File: src/rtl/alu_operand_stage.sv
// Execute-stage ALU operand register: operand select, M/W forwarding, valid/ready capture.
// Define ALU_OPSTAGE_SKID_EN to add a second (skid) entry with a registered DReady.
module alu_operand_stage #(
   parameter int unsigned WIDTH = 64,
   parameter int unsigned CTRLW = 12
) (
   input  logic             clk,
   input  logic             reset,
   input  logic             DValid,
   output logic             DReady,
   input  logic [4:0]       Rs1D,
   input  logic [4:0]       Rs2D,
   input  logic [WIDTH-1:0] R1D,
   input  logic [WIDTH-1:0] R2D,
   input  logic [WIDTH-1:0] PCD,
   input  logic [WIDTH-1:0] ImmD,
   input  logic             ASrcD,
   input  logic             BSrcD,
   input  logic [CTRLW-1:0] CtrlD,
   input  logic [4:0]       RdM,
   input  logic             RegWriteM,
   input  logic [WIDTH-1:0] ResultM,
   input  logic [4:0]       RdW,
   input  logic             RegWriteW,
   input  logic [WIDTH-1:0] ResultW,
   input  logic             FlushE,
   output logic             EValid,
   input  logic             EReady,
   output logic [WIDTH-1:0] AE,
   output logic [WIDTH-1:0] BE,
   output logic [CTRLW-1:0] CtrlE,
   output logic [1:0]       FwdAE,
   output logic [1:0]       FwdBE
);

   typedef enum logic [1:0] {StEmpty, StOne, StTwo} state_e;

   typedef struct packed {
      logic [WIDTH-1:0] a;
      logic [WIDTH-1:0] b;
      logic [CTRLW-1:0] ctrl;
      logic [1:0]       fwd_a;
      logic [1:0]       fwd_b;
   } entry_t;

   state_e state_q;
   entry_t out_q;
   entry_t incoming;
   logic [1:0] fwd_a, fwd_b;
   logic [WIDTH-1:0] rs1_val, rs2_val;
   logic accept, consume;

   // M beats W; x0 is hard-wired and never forwarded.
   function automatic logic [1:0] fwd_sel(input logic [4:0] rs, input logic [4:0] rd_m,
                                          input logic wr_m, input logic [4:0] rd_w,
                                          input logic wr_w);
      if (rs == 5'd0) return 2'b00;
      if (wr_m && rd_m == rs) return 2'b10;
      if (wr_w && rd_w == rs) return 2'b01;
      return 2'b00;
   endfunction

   always_comb begin
      fwd_a = fwd_sel(Rs1D, RdM, RegWriteM, RdW, RegWriteW);
      fwd_b = fwd_sel(Rs2D, RdM, RegWriteM, RdW, RegWriteW);
      case (fwd_a)
         2'b10:   rs1_val = ResultM;
         2'b01:   rs1_val = ResultW;
         default: rs1_val = R1D;
      endcase
      case (fwd_b)
         2'b10:   rs2_val = ResultM;
         2'b01:   rs2_val = ResultW;
         default: rs2_val = R2D;
      endcase
      incoming.a     = ASrcD ? PCD : rs1_val;
      incoming.b     = BSrcD ? ImmD : rs2_val;
      incoming.ctrl  = CtrlD;
      incoming.fwd_a = ASrcD ? 2'b00 : fwd_a;
      incoming.fwd_b = BSrcD ? 2'b00 : fwd_b;
   end

   assign EValid  = (state_q != StEmpty);
   assign accept  = DValid & DReady;
   assign consume = EValid & EReady;

   assign AE    = out_q.a;
   assign BE    = out_q.b;
   assign CtrlE = out_q.ctrl;
   assign FwdAE = out_q.fwd_a;
   assign FwdBE = out_q.fwd_b;

`ifdef ALU_OPSTAGE_SKID_EN
   entry_t skid_q;
   logic   dready_q;

   assign DReady = reset & dready_q;
`else
   // Single entry: a stall propagates straight back to decode.
   assign DReady = reset & (~EValid | EReady);
`endif

   always_ff @(posedge clk) begin
      if (!reset) begin
         state_q  <= StEmpty;
         out_q    <= '0;
`ifdef ALU_OPSTAGE_SKID_EN
         skid_q   <= '0;
         dready_q <= 1'b0;
`endif
      end else if (FlushE) begin
         state_q  <= StEmpty;
`ifdef ALU_OPSTAGE_SKID_EN
         dready_q <= 1'b1;
`endif
      end else begin
`ifdef ALU_OPSTAGE_SKID_EN
         dready_q <= 1'b1;
`endif
         case (state_q)
            StEmpty: begin
               if (accept) begin
                  out_q   <= incoming;
                  state_q <= StOne;
               end
            end
            StOne: begin
               if (accept && consume) begin
                  out_q <= incoming;
`ifdef ALU_OPSTAGE_SKID_EN
               end else if (accept) begin
                  skid_q   <= incoming;
                  state_q  <= StTwo;
                  dready_q <= 1'b0;
`endif
               end else if (consume) begin
                  state_q <= StEmpty;
               end
            end
`ifdef ALU_OPSTAGE_SKID_EN
            StTwo: begin
               if (consume) begin
                  out_q   <= skid_q;
                  state_q <= StOne;
               end else begin
                  dready_q <= 1'b0;
               end
            end
`endif
            default: state_q <= StEmpty;
         endcase
      end
   end

endmodule

File: config.mk
export PLATFORM = sky130hd
export DESIGN_NAME = alu_operand_stage
export DESIGN_NICKNAME = d
export VERILOG_FILES = /design/src/rtl/alu_operand_stage.sv
export SDC_FILE = /design/constraint.sdc
export NUM_CORES = 1
export LEC_CHECK = 0
export BUFFER_PORTS_ARGS = -buffer_cell sky130_fd_sc_hd__buf_2
export CORE_AREA = 2 2 222 224
export CTS_CLUSTER_DIAMETER = 60
export DETAILED_ROUTE_END_ITERATION = 12
export DIE_AREA = 0 0 224 226
export PLACE_DENSITY_LB_ADDON = 0.1
export SETUP_SLACK_MARGIN = 0.02
export SLEW_MARGIN = 20
export SYNTH_ARGS = -nofsm -noshare
export SYNTH_HDL_FRONTEND = slang
export SYNTH_SLANG_ARGS = --single-unit
File: constraint.sdc
create_clock -name clk -period 2.4 [get_ports clk]
set_input_delay 0.12 -clock clk [delete_from_list [all_inputs] [get_ports clk]]
set_output_delay 0.12 -clock clk [all_outputs]
set_load 0.005 [all_outputs]
==> flow_metrics.tcl <==
set metrics [dict create \
    critPathKind "input pin to flop" \
    ys_warn_count 0 \
    syn_nets 1571 \
    fin_nets 2248 \
    skew_ns 0.00783 \
    dieArea_mm2 0.0506 \
    hold_path.class "input pin to flop" \
    slowest_stage "or3_4" \
    finalMaxSlewViolations 0 \
    grt.overflow.total 0 \
    crit_cells 13 \
    area_growth_pct 69.8 \
    rr_startpoint "state_q[0]" \
    crit_path_max_fanout 38 \
    synth_flop_cell "dfxtp_1" \
    worstSetupStartpointType "input pin" \
    cp_data_required_time_ns 2.76 \
    die_w_um 224 \
    globalplace.congestion 0.826 \
    max_stage_delay_ns 0.37 \
    clk_pin_slew_worst_paths_ns 0.07 \
    endpoint_kind "flop" \
    clk_path_buf_depth 2 \
    finalCriticalPeriod_ns 2.17 \
    finalNonFillerCells 2461 \
    p_per_area_mw_per_mm2 494 \
    dpl.hpwl_um 36400 \
    first_iter_violations 618 \
    placed_cells 2281 \
    hold_viol 0 \
    drc 0 \
    avgRoutedWirePerCell_um 19.9 \
    rr_endpoint "BE[30]" \
    wl_um 49100 \
    relSlewSlack_pct 47.1 \
    finalCritPeriodShare_pct 90.3 \
    crit_buf_inv 4 \
    cts_max_level 4 \
    grt_pass1_vias 11601 \
    cts_setup_buffers 0 \
    rows 81 \
    ctsResizeCount 0 \
    core-area_mm2 0.0483 \
    synthTopCellsByCount "256 x a21oi_1, 145 x dfxtp_1, 129 x nor2b_1" \
    cts_tree "yes" \
    fin_setup_tns_ns 0 \
    start_util_pct 17.9 \
    synthArstFlopShare_pct 0 \
    clock_latency_ns 0.49 \
    grt_setup_unrepaired "no" \
    die_h_um 226 \
    final_antenna_net_count 0 \
    crit_start "RdM[2]" \
    min_from "R1D[63]" \
    worst_pin_slew_ns 0.793 \
    synth_cell_types 33 \
    endpoint "BE[63]" \
    vias 11489 \
    track_usage_pct 18.8 \
    p_leak_nw 6.56 \
    cap_violations 0 \
    first_pass_iters 5 \
    reg2reg_slack_ns 0.61 \
    fmax_mhz 462 \
    reg2reg_depth 5 \
    syn_area_per_cell_um2 7.57 \
    synth_top_area_cell "dfxtp_1" \
    finalSetupViolCount 0 \
    crit_family "simple AND/OR/NAND/NOR gates" \
    grt_max_degree 146 \
    syn_area_mm2 0.00864 \
    postSynthCellCount 1142 \
    path_cells "buf_2 > buf_4 > xnor2_1 > nand4_1 > or3_4 > or2_1 > ha_4 > buf_12 > buf_4 > a221oi_1 > nor3_1 > a21oi_1 > a21oi_1" \
    synth_top_area_share_pct 33.6 \
    status "complete, no violations" \
    cts-root-buf "clkbuf_16" \
    grt_first_pass_wirelength_um 71200 \
    cts_sinks 145 \
    drive_gt1_share_pct 37.9 \
    viasPerCell 4.67 \
    numCtsBuffers 17 \
    synth_edf_count 0 \
    port_buffers 570 \
    ioPinCount 571 \
    worstPathArrival_ns 2.53 \
    peakVddDrop_v 0.000402 \
    grt_antenna_before_repair 11 \
    ys_top_cells_by_area "dfxtp_1 34%, a21oi_1 15%, a221oi_1 13%" \
    synth.most_common_cell "a21oi_1" \
    ctsHoldBuffers 141 \
    synth_seq_area_share_pct 33.6 \
    synth_seq_cells 145 \
]
-- worst min-delay path by stage --
stage          depth (start not counted)   endpoint  slack, ns
2_1_floorplan                          2  CtrlE[10]       0.25
3_3_place_gp                           3   CtrlE[7]       0.37
3_5_place_dp                           3  CtrlE[10]       0.37
4_1_cts                                5     AE[63]       0.05
5_1_grt                                5     AE[37]       0.09
6_report                               5     AE[63]        0.1
-- routing by layer --
metal  share of wire (%)  wire [µm]  GRT usage [%]  up-vias
met5               0.037         18              0        -
met4                 2.6       1270           8.39        4
li1                    -          -              -     5681
met1                  42      20600           22.1     5345
met3                 5.9       2880           4.67       69
met2                  50      24300           32.3      390
-- cells in the final DEF, fill, tap and decap left out, types with 2 or more instances in the layout --
| cell type | netlist | layout |
|---|---|---|
| a21boi_0 | 10 | 10 |
| or3_4 | 2 | 2 |
| a221oi_1 | 128 | 128 |
| nor2_1 | 4 | 4 |
| bufinv_16 | 0 | 4 |
| clkbuf_8 | 0 | 3 |
| nor2_4 | 2 | 2 |
| nand2_1 | 26 | 26 |
| ha_4 | 0 | 4 |
| a21oi_1 | 256 | 256 |
| o41ai_2 | 2 | 2 |
| xor2_1 | 8 | 8 |
| and3_1 | 3 | 2 |
| nor2b_1 | 129 | 129 |
| nor3_1 | 128 | 128 |
| xnor2_1 | 12 | 12 |
| or4_4 | 2 | 2 |
| a21boi_1 | 3 | 3 |
| clkinv_2 | 0 | 2 |
| buf_4 | 10 | 61 |
| and2_1 | 2 | 2 |
| dfxtp_1 | 145 | 145 |
| nand3_1 | 3 | 3 |
| buf_2 | 31 | 567 |
| a31o_1 | 2 | 2 |
| clkbuf_16 | 0 | 17 |
| nor4_1 | 2 | 2 |
| diode_2 | 0 | 9 |
| nand4_1 | 4 | 4 |
| dlygate4sd3_1 | 0 | 141 |
| o21ai_0 | 128 | 128 |
| buf_12 | 0 | 21 |
-- tightest hold or removal path, cell delays in order --
cell and delay [ns]:
buf_2 0.09, nor2b_1 0.09, nor3_1 0.05, a21oi_1 0.11, a21oi_1 0.07
-- cell type report --
class / instances / area, µm²
diodes: 9 / 22.5
clock buffers: 21 / 470
clock inverters: 9 / 155
fillers: 5314 / 33700
inverters: 1 / 3.75
multi-input cells: 864 / 5210
flip-flops and latches: 145 / 2900
well taps: 622 / 778
repair buffers: 790 / 5130
-- registers in the layout (all words and copies together) (netlist names) --
signal   cells
BE          64
AE          64
CtrlE       12
FwdBE        2
state_q      1
FwdAE        2
-- logic make-up after synthesis --
kind of cell	share of synthesized area [%]
AO/OA/AOI/OAI	36.9
AND/OR/NAND/NOR	20.1
flip-flops	33.6
buffers and inverters	6.75
XOR/XNOR	2.03
adder cells (fa/ha/maj)	0.579
-- where the power goes --
part / total (mW) / switching [mW] / internal [mW]
sequential: 2.58 / 0.0569 / 2.53
combinational: 1.64 / 0.806 / 0.833
clock: 3.03 / 1.22 / 1.81
-- per-stage QoR --
stage | instance area [µm²] | utilization (%) | total power, mW | worst slack [ns] | hold slack (ns)
after floorplan | 8640 | - | 3.26 | 0.0657 | 0.255
after global placement | 12600 | 26.1 | 4.10 | -0.296 | 0.366
after detailed placement | 12600 | 26.1 | 4.10 | -0.292 | 0.371
after CTS | 14600 | 30.3 | 7.39 | 0.241 | 0.0466
after global routing | 14700 | 30.3 | 7.64 | 0.0380 | 0.0862
final | 14700 | 30.3 | 7.25 | 0.234 | 0.0970
Note: power is estimated with default switching activity, not from simulation.
